## config.mk

```make
export PLATFORM = sky130hd
export DESIGN_NAME = i2c_slave_regctl
export DESIGN_NICKNAME = d
export VERILOG_FILES = /design/src/rtl/i2c_pkg.sv /design/src/rtl/i2c_line_sync.sv /design/src/rtl/i2c_slave_regctl.sv
export SDC_FILE = /design/constraint.sdc
export NUM_CORES = 1
export LEC_CHECK = 0
export CELL_PAD_IN_SITES_DETAIL_PLACEMENT = 1
export CELL_PAD_IN_SITES_GLOBAL_PLACEMENT = 1
export CORE_MARGIN = 4
export CORE_UTILIZATION = 43
export CTS_CLUSTER_DIAMETER = 60
export CTS_CLUSTER_SIZE = 16
export DETAILED_ROUTE_END_ITERATION = 12
export MAX_ROUTING_LAYER = met4
export PLACE_DENSITY = 0.83
export SLEW_MARGIN = 20
export SYNTH_ARGS = -nofsm -noshare
export SYNTH_HDL_FRONTEND = slang
export SYNTH_HIERARCHICAL = 1
export SYNTH_SLANG_ARGS = --single-unit
```

## constraint.sdc

```tcl
create_clock -name clock -period 3 [get_ports clock]
set_input_delay 0.3 -clock clock [delete_from_list [all_inputs] [get_ports clock]]
set_output_delay 0.3 -clock clock [all_outputs]
set_load 0.02 [all_outputs]
```

## src/rtl/i2c_pkg.sv

```systemverilog
// Shared types and constants for the I2C register-access slave.
package i2c_pkg;

    typedef enum logic [3:0] {
        IDLE,
        ADDR,
        ADDR_ACK,
        PTR,
        PTR_ACK,
        WRITE,
        WRITE_ACK,
        READ,
        READ_ACK,
        HOLD
    } i2c_state_t;

    localparam logic I2C_ACK  = 1'b0;
    localparam logic I2C_NACK = 1'b1;
    localparam int   BYTE_W   = 8;

endpackage

```

## src/rtl/i2c_line_sync.sv

```systemverilog
// Synchronises the raw SCL/SDA pads and derives one-clock edge, START and STOP pulses.
module i2c_line_sync #(
    parameter int SYNC_STAGES = 2
) (
    input  logic clock,
    input  logic reset_n,
    input  logic scl_in,
    input  logic sda_in,
    output logic sda,
    output logic scl_rise,
    output logic scl_fall,
    output logic start_det,
    output logic stop_det
);

    logic [SYNC_STAGES-1:0] scl_pipe;
    logic [SYNC_STAGES-1:0] sda_pipe;
    logic                   scl;
    logic                   scl_prev;
    logic                   sda_prev;

    // Flops reset to the idle-bus level so release from reset produces no false edges.
    always_ff @(posedge clock or negedge reset_n) begin
        if (!reset_n) begin
            scl_pipe <= '1;
            sda_pipe <= '1;
            scl_prev <= 1'b1;
            sda_prev <= 1'b1;
        end else begin
            scl_pipe <= {scl_pipe[SYNC_STAGES-2:0], scl_in};
            sda_pipe <= {sda_pipe[SYNC_STAGES-2:0], sda_in};
            scl_prev <= scl_pipe[SYNC_STAGES-1];
            sda_prev <= sda_pipe[SYNC_STAGES-1];
        end
    end

    assign scl       = scl_pipe[SYNC_STAGES-1];
    assign sda       = sda_pipe[SYNC_STAGES-1];
    assign scl_rise  = scl & ~scl_prev;
    assign scl_fall  = ~scl & scl_prev;
    assign start_det = scl & scl_prev & sda_prev & ~sda;
    assign stop_det  = scl & scl_prev & ~sda_prev & sda;

endmodule

```

## src/rtl/i2c_slave_regctl.sv

```systemverilog
// I2C slave fronting a NUM_REGS x 8 register file with a pointer, auto-increment and
// write-pointer-then-read access; out-of-range bytes are NACKed.
module i2c_slave_regctl
    import i2c_pkg::*;
#(
    parameter logic [6:0] DEV_ADDR    = 7'h49,
    parameter int         NUM_REGS    = 16,
    parameter bit         WRAP        = 1'b1,
    parameter int         SYNC_STAGES = 2,
    localparam int        REG_AW      = (NUM_REGS > 1) ? $clog2(NUM_REGS) : 1
) (
    input  logic              clock,
    input  logic              reset_n,
    input  logic              scl_in,
    input  logic              sda_in,
    output logic              sda_oe,
    output logic [REG_AW-1:0] reg_addr,
    output logic [7:0]        reg_wdata,
    output logic              reg_we,
    output logic              reg_re,
    input  logic [7:0]        reg_rdata,
    output logic              busy,
    output logic              txn_done,
    output logic              err_nack
);

    logic              sda;
    logic              scl_rise;
    logic              scl_fall;
    logic              start_det;
    logic              stop_det;

    i2c_state_t        state;
    logic [2:0]        bit_cnt;
    logic              byte_done;
    logic [BYTE_W-1:0] shreg;
    logic              rw;
    logic              mack;
    logic              addr_acked;
    logic              rd_req;
    logic              rd_wait;
    logic [REG_AW-1:0] ptr;
    logic              ovf;
    logic [REG_AW-1:0] ptr_next;
    logic              ovf_next;

    i2c_line_sync #(.SYNC_STAGES(SYNC_STAGES)) u_sync (
        .clock     (clock),
        .reset_n   (reset_n),
        .scl_in    (scl_in),
        .sda_in    (sda_in),
        .sda       (sda),
        .scl_rise  (scl_rise),
        .scl_fall  (scl_fall),
        .start_det (start_det),
        .stop_det  (stop_det)
    );

    // Pointer advance: wrap to 0, or park on the last register and flag overflow.
    always_comb begin
        ptr_next = ptr + REG_AW'(1);
        ovf_next = ovf;
        if (32'(ptr) == 32'(NUM_REGS - 1)) begin
            if (WRAP) begin
                ptr_next = '0;
            end else begin
                ptr_next = ptr;
                ovf_next = 1'b1;
            end
        end
    end

    assign busy = (state != IDLE);

    always_ff @(posedge clock or negedge reset_n) begin
        if (!reset_n) begin
            state      <= IDLE;
            bit_cnt    <= '0;
            byte_done  <= 1'b0;
            shreg      <= '0;
            rw         <= 1'b0;
            mack       <= 1'b0;
            addr_acked <= 1'b0;
            rd_req     <= 1'b0;
            rd_wait    <= 1'b0;
            ptr        <= '0;
            ovf        <= 1'b0;
            sda_oe     <= 1'b0;
            reg_addr   <= '0;
            reg_wdata  <= '0;
            reg_we     <= 1'b0;
            reg_re     <= 1'b0;
            txn_done   <= 1'b0;
            err_nack   <= 1'b0;
        end else begin
            reg_we   <= 1'b0;
            reg_re   <= 1'b0;
            txn_done <= 1'b0;
            err_nack <= 1'b0;
            rd_req   <= 1'b0;
            rd_wait  <= rd_req;
            reg_addr <= ptr;
            if (start_det) begin
                state      <= ADDR;
                bit_cnt    <= '0;
                byte_done  <= 1'b0;
                sda_oe     <= 1'b0;
                addr_acked <= 1'b0;
            end else if (stop_det) begin
                txn_done   <= (state != IDLE) && addr_acked;
                state      <= IDLE;
                sda_oe     <= 1'b0;
                addr_acked <= 1'b0;
            end else begin
                case (state)
                    ADDR, PTR, WRITE: begin
                        if (scl_rise && !byte_done) begin
                            shreg <= {shreg[BYTE_W-2:0], sda};
                            if (bit_cnt == 3'd7) byte_done <= 1'b1;
                            else                 bit_cnt   <= bit_cnt + 3'd1;
                        end else if (scl_fall && byte_done) begin
                            byte_done <= 1'b0;
                            bit_cnt   <= '0;
                            if (state == ADDR) begin
                                if (shreg[7:1] == DEV_ADDR) begin
                                    state      <= ADDR_ACK;
                                    sda_oe     <= 1'b1;
                                    addr_acked <= 1'b1;
                                    rw         <= shreg[0];
                                    reg_re     <= shreg[0] & ~ovf;
                                    rd_req     <= shreg[0];
                                end else begin
                                    state <= HOLD;
                                end
                            end else if (state == PTR) begin
                                if ({24'd0, shreg} < 32'(NUM_REGS)) begin
                                    state  <= PTR_ACK;
                                    sda_oe <= 1'b1;
                                    ptr    <= REG_AW'(shreg);
                                    ovf    <= 1'b0;
                                end else begin
                                    state    <= HOLD;
                                    sda_oe   <= 1'b0;
                                    err_nack <= 1'b1;
                                end
                            end else begin
                                state <= WRITE_ACK;
                                if (!ovf) begin
                                    reg_we    <= 1'b1;
                                    reg_wdata <= shreg;
                                    reg_addr  <= ptr;
                                    sda_oe    <= 1'b1;
                                    ptr       <= ptr_next;
                                    ovf       <= ovf_next;
                                end else begin
                                    sda_oe   <= 1'b0;
                                    err_nack <= 1'b1;
                                end
                            end
                        end
                    end
                    ADDR_ACK: begin
                        if (scl_fall) begin
                            if (rw) begin
                                state   <= READ;
                                sda_oe  <= ~shreg[7];
                                shreg   <= {shreg[BYTE_W-2:0], 1'b0};
                                bit_cnt <= '0;
                            end else begin
                                state  <= PTR;
                                sda_oe <= 1'b0;
                            end
                        end
                    end
                    PTR_ACK, WRITE_ACK: begin
                        if (scl_fall) begin
                            state  <= WRITE;
                            sda_oe <= 1'b0;
                        end
                    end
                    READ: begin
                        if (scl_fall) begin
                            if (bit_cnt == 3'd7) begin
                                state   <= READ_ACK;
                                sda_oe  <= 1'b0;
                                bit_cnt <= '0;
                            end else begin
                                sda_oe  <= ~shreg[7];
                                shreg   <= {shreg[BYTE_W-2:0], 1'b0};
                                bit_cnt <= bit_cnt + 3'd1;
                            end
                        end
                    end
                    READ_ACK: begin
                        // The master's ACK triggers the next register fetch during SCL high.
                        if (scl_rise) begin
                            mack <= sda;
                            if (sda == I2C_ACK) begin
                                ptr      <= ptr_next;
                                ovf      <= ovf_next;
                                reg_addr <= ptr_next;
                                reg_re   <= ~ovf_next;
                                rd_req   <= 1'b1;
                            end
                        end else if (scl_fall) begin
                            if (mack == I2C_NACK) begin
                                state <= HOLD;
                            end else begin
                                state   <= READ;
                                sda_oe  <= ~shreg[7];
                                shreg   <= {shreg[BYTE_W-2:0], 1'b0};
                                bit_cnt <= '0;
                            end
                        end
                    end
                    default: begin
                        sda_oe <= 1'b0;
                    end
                endcase
                // Read data arrives one clock after the strobe; overflowed reads return all ones.
                if (rd_wait) shreg <= ovf ? 8'hFF : reg_rdata;
            end
        end
    end

endmodule

```

* After elaboration in Yosys (flattened, before gate mapping)
Index checks and enable logic that the tools add are counted.
Storage, ports and cells: register bits after elaboration 49, input bits 12, output and inout bits 18
Cells by class: add/sub/neg operators 2, magnitude comparators 1, eq/ne operators 46, mux-type cells 122, bitwise operators 19, reduce and logical (&&, ||, !) cells 28
Operators with widths (number):
- two-way mux 4 bit | 27
- two-way mux 8 bit | 10
- two-way mux 1 bit | 65
- != test 3 bit, second input constant | 17
- != test 4 bit, second input constant | 11
- two-way mux 3 bit | 13
- case mux 8 bit (4 select lines) | 1
- case mux 4 bit (5 select lines) | 1
- AND reduction 9 bit | 2
- equality test 4 x 3 -> 1 bit, second input constant | 4
- AND reduction 8 bit | 2
- nonzero test 3 bit | 5
- AND reduction 7 bit | 2
- case mux 3 bit (4 select lines) | 1
- NOT 1 bit | 11
- AND reduction 11 bit | 1
- AND reduction 10 bit | 1
- nonzero test 5 bit | 2
- AND 1 bit | 8
- equality test 4 x 2 -> 1 bit, second input constant | 2
- equality test 4 bit, second input constant | 2
- less-than comparator 8 x 5 -> 1 bit, second input constant | 1
- != test 2 bit, second input constant | 4
- case mux 4 bit (2 select lines) | 1
- 19 further kinds | 24

* Longest topological paths before layout
Gate-level depths: netlist of run 1.
depth in word-level cells 9, mapped depth 8, depth with buffers taken out 7

* By module
The synthesis of run 1 kept the hierarchy.
Modules (own cells, without submodules):
- i2c_slave_regctl | instances 1, cells each 262, area an instance 2379.8 um^2, sequential area each 1026.0 um^2
- i2c_line_sync | instances 1, cells each 10, area an instance 190.2 um^2, sequential area each 157.7 um^2

* Worst setup path after synthesis of run 1
OpenSTA, ideal clock, no wires.
kind reg-to-reg, start point reg u_sync.sda_pipe[1], end point reg ptr[2], arrival 2287 ps, path slack 626 ps, cell stages (with the launch flop) 8, path buffers 1, cells stage by stage dfstp_2 > and4b_1 > clkbuf_1 > nor2_1 > nand2_1 > a211o_1 > or3_1 > a211oi_2
On the way: cells in the longest elaborated chain, start to end 4, elaborated cells on any way between the ends 9, classes of those cells mux (3); bitwise (5); reduce/logical (1)
Ends and longest elaborated chain:
- from (decl) | RTL line i2c_line_sync.sv:17 | logic [SYNC_STAGES-1:0] sda_pipe;
- from (signal assigned) | RTL line i2c_line_sync.sv:31 | sda_pipe <= {sda_pipe[SYNC_STAGES-2:0], sda_in};
- NOT 1 bit | RTL line i2c_line_sync.sv:41 | assign start_det = scl & scl_prev & sda_prev & ~sda;
- AND 1 bit | RTL line i2c_line_sync.sv:41
- via start_det | RTL line i2c_slave_regctl.sv:30 | logic start_det;
- NOT 1 bit (no line)
- AND reduction 8 bit (no line)
- to (signal assigned) | RTL line i2c_slave_regctl.sv:139 | ptr <= REG_AW'(shreg);
- to (signal assigned) | RTL line i2c_slave_regctl.sv:153 | ptr <= ptr_next;
- to (signal assigned) | RTL line i2c_slave_regctl.sv:199 | ptr <= ptr_next;
- to (decl) | RTL line i2c_slave_regctl.sv:42 | logic [REG_AW-1:0] ptr;
The timed path passes the listed nets, and every way through them passes these cells. A chain may end at the register's enable or synchronous reset.

* Worst setup path in the final report of run 1
start point reg state[3], end point reg reg_addr[3]
On the way: cells in the longest elaborated chain, start to end 4
Ends and longest elaborated chain:
- from (decl) | RTL line i2c_slave_regctl.sv:33 | i2c_state_t state;
- from (signal assigned) | RTL line i2c_slave_regctl.sv:77 | state <= IDLE;
- from (signal assigned) | RTL line i2c_slave_regctl.sv:104 | state <= ADDR;
- from (signal assigned) | RTL line i2c_slave_regctl.sv:111 | state <= IDLE;
- equality test 4 bit | RTL line i2c_slave_regctl.sv:115 | case (state)
- two-way mux 4 bit
- two-way mux 4 bit | RTL line i2c_slave_regctl.sv:109 | end else if (stop_det) begin
- two-way mux 4 bit | RTL line i2c_slave_regctl.sv:103 | if (start_det) begin
- to (signal assigned) | RTL line i2c_slave_regctl.sv:102 | reg_addr <= ptr;
- to (signal assigned) | RTL line i2c_slave_regctl.sv:151 | reg_addr <= ptr;
- to (signal assigned) | RTL line i2c_slave_regctl.sv:201 | reg_addr <= ptr_next;
- to (decl) | RTL line i2c_slave_regctl.sv:17 | output logic [REG_AW-1:0] reg_addr,
No other way between the ends.

==> metrics.txt, run 1 <==
RSZ-0062 raised after global routing=no; TritonCTS Buffers=5; CTS resizes=0; Detail Route Antenna Nets=0; worst slack at placement=0.461 ns; global route overflow=0; synth top area cells=dfrtp_1, dfstp_2, nand2_1, nor2_1, o22a_1; Max-Cap Viols=0; Final Critical Period=2.56 ns; initial antenna violation count=0; final period utilization=85.3%; Arrival @ worst endpoint=2.75 ns; top-level I/O count=30; Post-synth ARST share=100%; P_leak=1.30 nW; final hold violation count=7; Crit. End Element=register; Seq/Total Area, Yosys=46.1%; first-pass GRT wire length=12,300 um; Core Footprint=5640 um2; count of final max-slew check failures=0; Design Power=2.68 mW; die width=85.3 um; clk buf depth=2; Clk Latency, worst-skew pair=0.31 ns; Hold Path Class=in2async; GR Util met1=29.1%; Vias/cell=6.01; hpwl dp=5250 um; share of cells above drive strength 1=11.8%; Syn Inst Count=272; RR Startpoint=state[3]; Power Dens Cells=875 nW/um2; Critical Path Source=state[3]; Worst Tran Pin Value=0.741 ns; CP max FO=21; Hold Buf Count CTS=0; WL final=7300 um; drt pass-1 iters=4; busiest layer in global routing=met2; level count of the clock H-tree=2; max frequency=391 MHz; Ys Warns=6; DRC Markers=0; CTS tree=built; fillers=641; postcts setup bufs=0; Synth-to-Final Area Change=19.1%; internal power=1.56 mW; post-synth top area share=39.9%; number of synthesized flops with an enable pin=0; startpoint types=register; final setup margin=0.440 ns; GRT met3 Usage=3.69%; Synth cell types=63; die area=7280 um2; outcome=complete, but fails checks; Slew Limit Headroom=49.9%; clock-pin slew on the worst setup and hold paths=0.10 ns; # setup viols final=0; Setup CP Type=reg2reg; Clock power frac=18.1%; combinational share of power=43.0%; most common cell after layout, fill and taps aside=dfrtp_1; Mapped Area=2570 um2; cell count after placement=369; register share of total power=38.8%; NetSw=1.12 mW; DRT iter0 DRCs=215; largest net degree at the start of global routing=48; number of buffers added on ports=29; most used cells in the layout excluding fill and tap cells=dfrtp_1, nand2_1, clkdlybuf4s50_1; GPL Wtd Cong=0.924; final cell count without fillers=377; Core Rows=27; Most used DFF post-synth=dfrtp_1; #FFs+latches synth=47; Sw Ratio=41.9%; total clock sinks=47; Setup TNS=0 ns; Mapped Nets=287; Root Buffer Master=clkbuf_8; Die Y-Extent=85.3 um; vias in the first global route=2,317; largest area contributor in the netlist=dfrtp_1; Antenna Cells=0; met2 usage=35.0%; starting density of the core=45.6%; failing checks=negative hold slack; skew final=0.0126 ns; Total Routing Usage GR=21.8%; final hold slack=-0.00316 ns; vias=2,264; Wirelength per Cell=19.4 um; IR drop worst, VDD=0.000336 V; syn_area_per_cell=9.45 um2; Worst EP required=3.19 ns; fin nets=319
[Yosys cell counts, types with 2 or more instances]
| library cell | number |
|---|---|
| a211o_1 | 2 |
| a211oi_1 | 2 |
| a21o_1 | 2 |
| a21oi_1 | 12 |
| a22oi_1 | 2 |
| a31oi_1 | 3 |
| and2_1 | 2 |
| and3_1 | 4 |
| and4b_1 | 4 |
| buf_1 | 2 |
| buf_2 | 2 |
| buf_6 | 2 |
| clkbuf_1 | 6 |
| dfrtp_1 | 41 |
| dfstp_2 | 6 |
| ha_1 | 3 |
| inv_1 | 8 |
| mux2_2 | 4 |
| nand2_1 | 38 |
| nand2b_1 | 8 |
| nand3_1 | 5 |
| nand4_1 | 4 |
| nor2_1 | 21 |
| nor2b_1 | 8 |
| nor3_1 | 6 |
| nor4_1 | 4 |
| o2111ai_1 | 2 |
| o211ai_1 | 2 |
| o21a_1 | 7 |
| o21ai_0 | 12 |
| o22a_1 | 8 |
| o22ai_1 | 2 |
| o31ai_1 | 4 |
| or2_2 | 3 |
| or3_1 | 3 |
[worst paths after layout]
check / slack (ns) / cells past startpoint / end
worst min register to register: 0.36 / 0 / u_sync/scl_pipe[1]
min in group clock: 0.36 / 0 / u_sync/scl_pipe[1]
worst max register to register: 0.44 / 6 / reg_addr[3]
worst min-delay path: -0.003 / 1 / reg_wdata[2]
worst max-delay path: 0.44 / 6 / reg_addr[3]
max in group asynchronous: 2.61 / 1 / shreg[0]
[metal layers]
metal | routed length [um] | vias to the layer above
met1 | 3350 | 1132
met2 | 3550 | 57
met5 | 0 | -
met3 | 280 | 9
li1 | - | 1066
met4 | 111 | 0
[area by class of cell]
| class | instances | area (um2) | area share (%) |
|---|---|---|---|
| multi-input combinational | 203 | 1280 | 41.9 |
| sequential | 47 | 1180 | 38.7 |
| timing repair buffer | 38 | 355 | 11.6 |
| tap | 72 | 90.1 | 2.94 |
| clock buffer | 5 | 68.8 | 2.25 |
| clock inverter | 3 | 46.3 | 1.51 |
| inverter | 9 | 33.8 | 1.10 |
[state kept, by name, summed over array words and instances (netlist names), 2 cells and up]
name / count
reg_wdata: 8
shreg: 8
ptr: 4
reg_addr: 4
state: 4
bit_cnt: 3
u_sync/scl_pipe: 2
u_sync/sda_pipe: 2
[critical path, cell delays in order (launching register included)]
cell and delay, ns:
dfrtp_1 0.78, nor4b_1 0.69, buf_4 0.27, and3_1 0.29, nand2_1 0.12, o21ai_0 0.20, o31ai_1 0.11
[power groups by stage]
stage | logic (mW) | registers, mW | clock network, mW
6_report | 1.15 | 1.04 | 0.486
5_1_grt | 1.28 | 1.07 | 0.524
3_3_place_gp | 1.11 | 1.04 | 0
3_5_place_dp | 1.13 | 1.05 | 0
4_1_cts | 1.15 | 1.04 | 0.498
2_1_floorplan | 0.887 | 0.944 | 0
[metrics by stage]
stage | instance area [um2] | util [%]
floorplan | 2570 | -
global placement | 2940 | 52.2
detailed placement | 2940 | 52.2
CTS | 3060 | 54.2
global route | 3060 | 54.2
finish | 3060 | 54.2
[cells by family after synthesis]
family	count (synthesis)	synth area share [%]
AO/OA/AOI/OAI	78	22.6
XOR/XNOR	2	0.682
adder cells (fa/ha/maj)	3	1.46
buffers and inverters	22	4.04
flip-flops	47	46.1
multiplexers	4	1.75
AND/OR/NAND/NOR	116	23.4
No activity file was read; power rests on OpenSTA's default activity.
==> run 2, diff against run 1 <==
--- a/config.mk
+++ b/config.mk
@@ -8,12 +8,12 @@
 export CELL_PAD_IN_SITES_DETAIL_PLACEMENT = 1
 export CELL_PAD_IN_SITES_GLOBAL_PLACEMENT = 1
 export CORE_MARGIN = 4
-export CORE_UTILIZATION = 43
+export CORE_UTILIZATION = 46
 export CTS_CLUSTER_DIAMETER = 60
 export CTS_CLUSTER_SIZE = 16
 export DETAILED_ROUTE_END_ITERATION = 12
 export MAX_ROUTING_LAYER = met4
-export PLACE_DENSITY = 0.83
+export PLACE_DENSITY = 0.88
 export SLEW_MARGIN = 20
 export SYNTH_ARGS = -nofsm -noshare
 export SYNTH_HDL_FRONTEND = slang
==> constraint.sdc (replaced) <==
create_clock -name clock -period 3.25 [get_ports clock]
set_input_delay 0.325 -clock clock [delete_from_list [all_inputs] [get_ports clock]]
set_output_delay 0.325 -clock clock [all_outputs]
set_load 0.02 [all_outputs]
==> run 2 against run 1 <==
The flow now finishes without violations. Combinational power is 6% lower. Clock power is 26% lower. Largest power group unchanged. Via count increased by 2.7%. Critical path type unchanged. Fmax decreased by 1.5%. Register-to-register slack better by 0.21 ns. Global-route usage is 2.8 points higher. Die area is 5.9% lower. Critical path depth decreased by 3. Worst hold slack improved by 0.010 ns. Worst setup slack improved by 0.21 ns. Clock skew decreased by 0.00074 ns. Final area is 1.8% lower.
==> metrics.txt, run 2 (synthesized netlist as in run 1, its figures left out) <==
outcome=complete, no violations; postcts setup bufs=0 (unchanged); most common cell after layout, fill and taps aside=dfrtp_1; final hold violation count=0 (-7); share of cells above drive strength 1=10.6% (-1.2 points); hpwl dp=5380 um (+2.4%); Arrival @ worst endpoint=2.79 ns (+0.04 ns); final setup margin=0.650 ns (+0.210 ns); Detail Route Antenna Nets=0 (unchanged); Setup TNS=0 ns (unchanged); final hold slack=0.00685 ns (+0.0100 ns); Worst EP required=3.44 ns (+0.25 ns); multi-input logic area=1280 um2 (unchanged); max frequency=385 MHz (-1.5%); TritonCTS Buffers=5 (unchanged); WL final=7390 um (+1.2%); most used cells in the layout excluding fill and tap cells=dfrtp_1, nand2_1, clkdlybuf4s50_1; crit-path cells=or4b_2 -> nor4_1 -> mux2_2; Finished Core Util=57.0% (+2.8 points); vias in the first global route=2,402 (+3.7%); clk buf depth=2 (unchanged); vias=2,324 (+2.7%); Crit. End Element=register; Worst Tran Pin Value=0.681 ns (-0.0608 ns); worst slack at placement=0.705 ns (+0.245 ns); Slew Limit Headroom=54.2% (+4.3 points); Root Buffer Master=clkbuf_8; starting density of the core=48.8% (+3.2 points); final cell count without fillers=372 (-1.3%); DRT iter0 DRCs=227 (+5.6%); # setup viols final=0 (unchanged); startpoint types=register; Design Power=2.40 mW (-10%); Crit path max-delay family=simple AND/OR/NAND/NOR gates; initial antenna violation count=0 (unchanged); max incr delay on CP=0.80 ns (+0.02 ns); level count of the clock H-tree=2 (unchanged); CTS tree=built; die width=82.7 um (-3.0%); Power Dens Cells=798 nW/um2 (-8.8%); Max-Cap Viols=0 (unchanged); DRC Markers=0 (unchanged); Total Routing Usage GR=24.6% (+2.8 points); Wirelength per Cell=19.9 um (+2.6%); top-level I/O count=30 (unchanged); first-pass GRT wire length=12,300 um (-0.28%); total clock sinks=47 (unchanged); Clk Latency, worst-skew pair=0.31 ns (about the same); fin nets=316 (-0.94%); Hold Buf Count CTS=0 (unchanged); die area=6850 um2 (-5.9%); Die Y-Extent=82.7 um (-3.0%); Sequential Area=1180 um2 (unchanged); Core Footprint=5270 um2 (-6.6%); Hold Path Class=in2async; final period utilization=80.0% (-5.3 points); placed inst area=2920 um2 (-0.85%); P_leak=1.27 nW (-2.2%); CTS resizes=0 (unchanged); clock-pin slew on the worst setup and hold paths=0.10 ns (about the same); number of buffers added on ports=29 (unchanged); Synth-to-Final Area Change=16.9%; Core Rows=26 (-3.7%); RSZ-0062 raised after global routing=no; skew final=0.0119 ns (-0.000745 ns); CP max FO=22 (+4.8%); Design Area, Final=3010 um2 (-1.8%); Final Critical Period=2.60 ns (+0.0402 ns); IR drop worst, VDD=0.000362 V (+7.9%); Setup CP Type=reg2reg; largest registers=reg_wdata: 8 flops, shreg: 8 flops; Vias/cell=6.25 (+4.0%); fillers=633 (-1.2%); Antenna Cells=0 (unchanged); largest net degree at the start of global routing=48 (unchanged); drt pass-1 iters=4 (unchanged); global route overflow=0 (unchanged); GPL Wtd Cong=0.950 (+2.8%); Crit path depth=3 (-3); R2R cell count=3 (-3); Critical-path top delay cell=or4b_2; cell count after placement=364 (-1.4%); count of final max-slew check failures=0 (unchanged); CP bufs+invs=0 (-1)
## run 2: power by group
group / switching, mW / internal [mW] / total, mW
Combinational: 0.597 / 0.480 / 1.08
Clock: 0.209 / 0.151 / 0.359
Sequential: 0.238 / 0.725 / 0.962
## run 2: layout make-up
| cell class | count | area share (%) |
|---|---|---|
| multi-input combinational | 203 | 42.7 |
| clock inverter | 2 | 0.416 |
| clock buffer | 6 | 2.41 |
| tap | 70 | 2.91 |
| sequential | 47 | 39.4 |
| timing repair buffer | 35 | 11.1 |
| inverter | 9 | 1.12 |
## run 2: path summary, 6_finish.rpt
kind / from / slack [ns] / end
min: reset_n / 0.007 / reg_addr[2]
min in group clock: u_sync/scl_pipe[0] / 0.36 / u_sync/scl_pipe[1]
max in group asynchronous: reset_n / 2.82 / bit_cnt[1]
max reg2reg: state[1] / 0.65 / rw
min reg2reg: u_sync/scl_pipe[0] / 0.36 / u_sync/scl_pipe[1]
max: state[1] / 0.65 / rw
## run 2: per-layer routing
| layer | track usage, % | share of wire, % | vias up |
|---|---|---|---|
| met2 | 40.6 | 49 | 92 |
| met4 | 5.39 | 2.0 | 0 |
| met1 | 32.0 | 43 | 1148 |
| li1 | - | - | 1063 |
| met5 | - | 0 | - |
| met3 | 4.23 | 6.4 | 21 |
## run 2: worst register-to-register path, cell delays in order (launching register included)
cell and delay [ns]:
dfrtp_1 0.62, or4b_2 0.81, nor4_1 0.65, mux2_2 0.41
==> run 3, diff against run 2 <==
--- a/config.mk
+++ b/config.mk
@@ -8,12 +8,12 @@
 export CELL_PAD_IN_SITES_DETAIL_PLACEMENT = 1
 export CELL_PAD_IN_SITES_GLOBAL_PLACEMENT = 1
 export CORE_MARGIN = 4
-export CORE_UTILIZATION = 46
+export CORE_UTILIZATION = 39
 export CTS_CLUSTER_DIAMETER = 60
 export CTS_CLUSTER_SIZE = 16
 export DETAILED_ROUTE_END_ITERATION = 12
 export MAX_ROUTING_LAYER = met4
-export PLACE_DENSITY = 0.88
+export PLACE_DENSITY = 0.8
 export SLEW_MARGIN = 20
 export SYNTH_ARGS = -nofsm -noshare
 export SYNTH_HDL_FRONTEND = slang
==> constraint.sdc (replaced) <==
create_clock -name clock -period 2.2 [get_ports clock]
set_input_delay 0.22 -clock clock [delete_from_list [all_inputs] [get_ports clock]]
set_output_delay 0.22 -clock clock [all_outputs]
set_load 0.02 [all_outputs]
==> run 3 against run 2 <==
Worst hold slack improved by 0.30 ns. Critical path depth rose by 3. Utilization down 4.6 points. First-iteration DRC count fell by 31%. Largest cell class unchanged.
==> metrics.txt, run 3 (synthesized netlist as in run 1, its figures left out) <==
vias=2,417 (+4.0%); RR Startpoint=state[0]; Antenna Cells=0 (unchanged); placed inst area=3160 um2 (+8.3%); starting density of the core=40.2% (-8.5 points); total clock sinks=47 (unchanged); clock-pin slew on the worst setup and hold paths=0.10 ns (about the same); most used cells in the layout excluding fill and tap cells=nand2_1, dfrtp_1, buf_4; Root Buffer Master=clkbuf_8; Synth-to-Final Area Change=30.2%; r2r endpoint=shreg[7]; final hold violation count=0 (unchanged); share of cells above drive strength 1=22.8% (+12 points); # setup viols final=0 (unchanged); Vias/cell=5.88 (-5.9%); TritonCTS Buffers=5 (unchanged); DRC Markers=0 (unchanged); Total Routing Usage GR=21.7% (-3.0 points); die area=7950 um2 (+16%); hpwl dp=5700 um (+6.0%); Design Area, Final=3350 um2 (+11%); first-pass GRT wire length=12,800 um (+4.2%); Crit. End Element=register; number of buffers added on ports=29 (unchanged); Critical Path Source=state[0]; final period utilization=97.2% (+17 points); max frequency=468 MHz (+22%); Setup TNS=0 ns (unchanged); Power Dens Cells=1200 nW/um2 (+50%); IR drop worst, VDD=0.000464 V (+28%); die width=89.2 um (+7.8%); initial antenna violation count=0 (unchanged); multi-input logic area=1340 um2 (+4.3%); global route overflow=0 (unchanged); skew final=0.0119 ns (+0.0000264 ns); Die Y-Extent=89.2 um (+7.8%); clk buf depth=2 (unchanged); Final Critical Period=2.14 ns (-0.462 ns); drt pass-1 iters=5 (+1); CP max FO=9 (-59%); fillers=741 (+17%); R2R cell count=6 (+3); Sequential Area=1190 um2 (+0.32%); CTS tree=built; Design Power=4.00 mW (+67%); Core Rows=29 (+12%); Slew Limit Headroom=65.6% (+11 points); WL final=7870 um (+6.5%); final setup margin=0.0613 ns (-0.588 ns); Setup CP Type=reg2reg; RSZ-0062 raised after global routing=yes; Worst Tran Pin Value=0.516 ns (-0.165 ns); P_leak=1.45 nW (+14%); fin nets=348 (+10%); Detail Route Antenna Nets=0 (unchanged); Wirelength per Cell=19.1 um (-3.6%); Worst EP required=2.42 ns (-1.02 ns); startpoint types=register; Core Footprint=6390 um2 (+21%); Max-Cap Viols=0 (unchanged); worst setup path end=shreg[7]; DRT iter0 DRCs=157 (-31%); outcome=complete, no violations; largest registers=reg_wdata: 8 flops, shreg: 8 flops; Finished Core Util=52.4% (-4.6 points); max incr delay on CP=0.61 ns (-0.19 ns); top-level I/O count=30 (unchanged); FF-to-FF setup slack=0.06 ns (-0.59 ns); count of final max-slew check failures=0 (unchanged); Clk Latency, worst-skew pair=0.32 ns (about the same); level count of the clock H-tree=2 (unchanged); vias in the first global route=2,427 (+1.0%); Arrival @ worst endpoint=2.36 ns (-0.43 ns); GPL Wtd Cong=0.926 (-2.6%); worst slack at placement=-0.0806 ns (-0.786 ns); crit-path cells=or4b_4 -> o221ai_2 -> o2111ai_2 -> buf_4 -> o22a_1 -> o21a_1; Critical-path top delay cell=or4b_4; Hold Path Class=in2reg; largest net degree at the start of global routing=25 (-48%)
-- run 3: report_power, final --
group / leakage (nW) / total [mW] / switching [mW] / internal [mW]
clock: 0.0548 / 0.674 / 0.331 / 0.343
combinational: 0.818 / 1.99 / 1.07 / 0.925
sequential: 0.580 / 1.34 / 0.259 / 1.08
-- run 3: worst min path at each step --
stage	from	endpoint	slack (ns)	cells past startpoint
detailed placement	reset_n	reg_we	0.23	1
global placement	reset_n	reg_we	0.22	1
global route	scl_in	u_sync/scl_pipe[0]	0.29	1
CTS	sda_in	u_sync/sda_pipe[0]	0.29	1
finish	scl_in	u_sync/scl_pipe[0]	0.31	1
floorplan	reset_n	addr_acked	-0.08	0
-- run 3: cell type report --
type	count	area share (%)
multi-input combinational	203	40.0
sequential	47	35.5
timing repair buffer	67	17.2
tap	77	2.88
clock buffer	5	2.06
clock inverter	3	1.38
inverter	9	1.01
-- run 3: critical path, delay by kind of cell (launching register included) --
kind / cells / cell delay, ns
flip-flops: 1 / 0.49
AO/OA/AOI/OAI: 4 / 0.74
buffers and inverters: 1 / 0.20
AND/OR/NAND/NOR: 1 / 0.61
-- run 3: timing repair --
| item | 4_1_cts | 5_1_grt |
|---|---|---|
| gates resized for setup | 3 | 10 |
| endpoints found under the hold margin | 18 | 0 |
| hold buffers | 1 | 0 |
| setup buffers | 0 | 1 |
| pin swaps | 0 | 2 |
| gates cloned | 0 | 0 |
| setup endpoints to repair | 10 | 11 |
-- run 3: routing by layer --
metal	global-route usage, %	part of all wire [%]
met5	-	0
met4	5.68	0.97
met3	3.32	3.9
met2	34.8	51
met1	28.7	44
-- run 3: stage by stage --
stage | cells | hold WS [ns]
after floorplan | 272 | -0.0756
after global placement | 401 | 0.219
after detailed placement | 401 | 0.226
after CTS | 410 | 0.294
after global routing | 411 | 0.293
final | 411 | 0.306
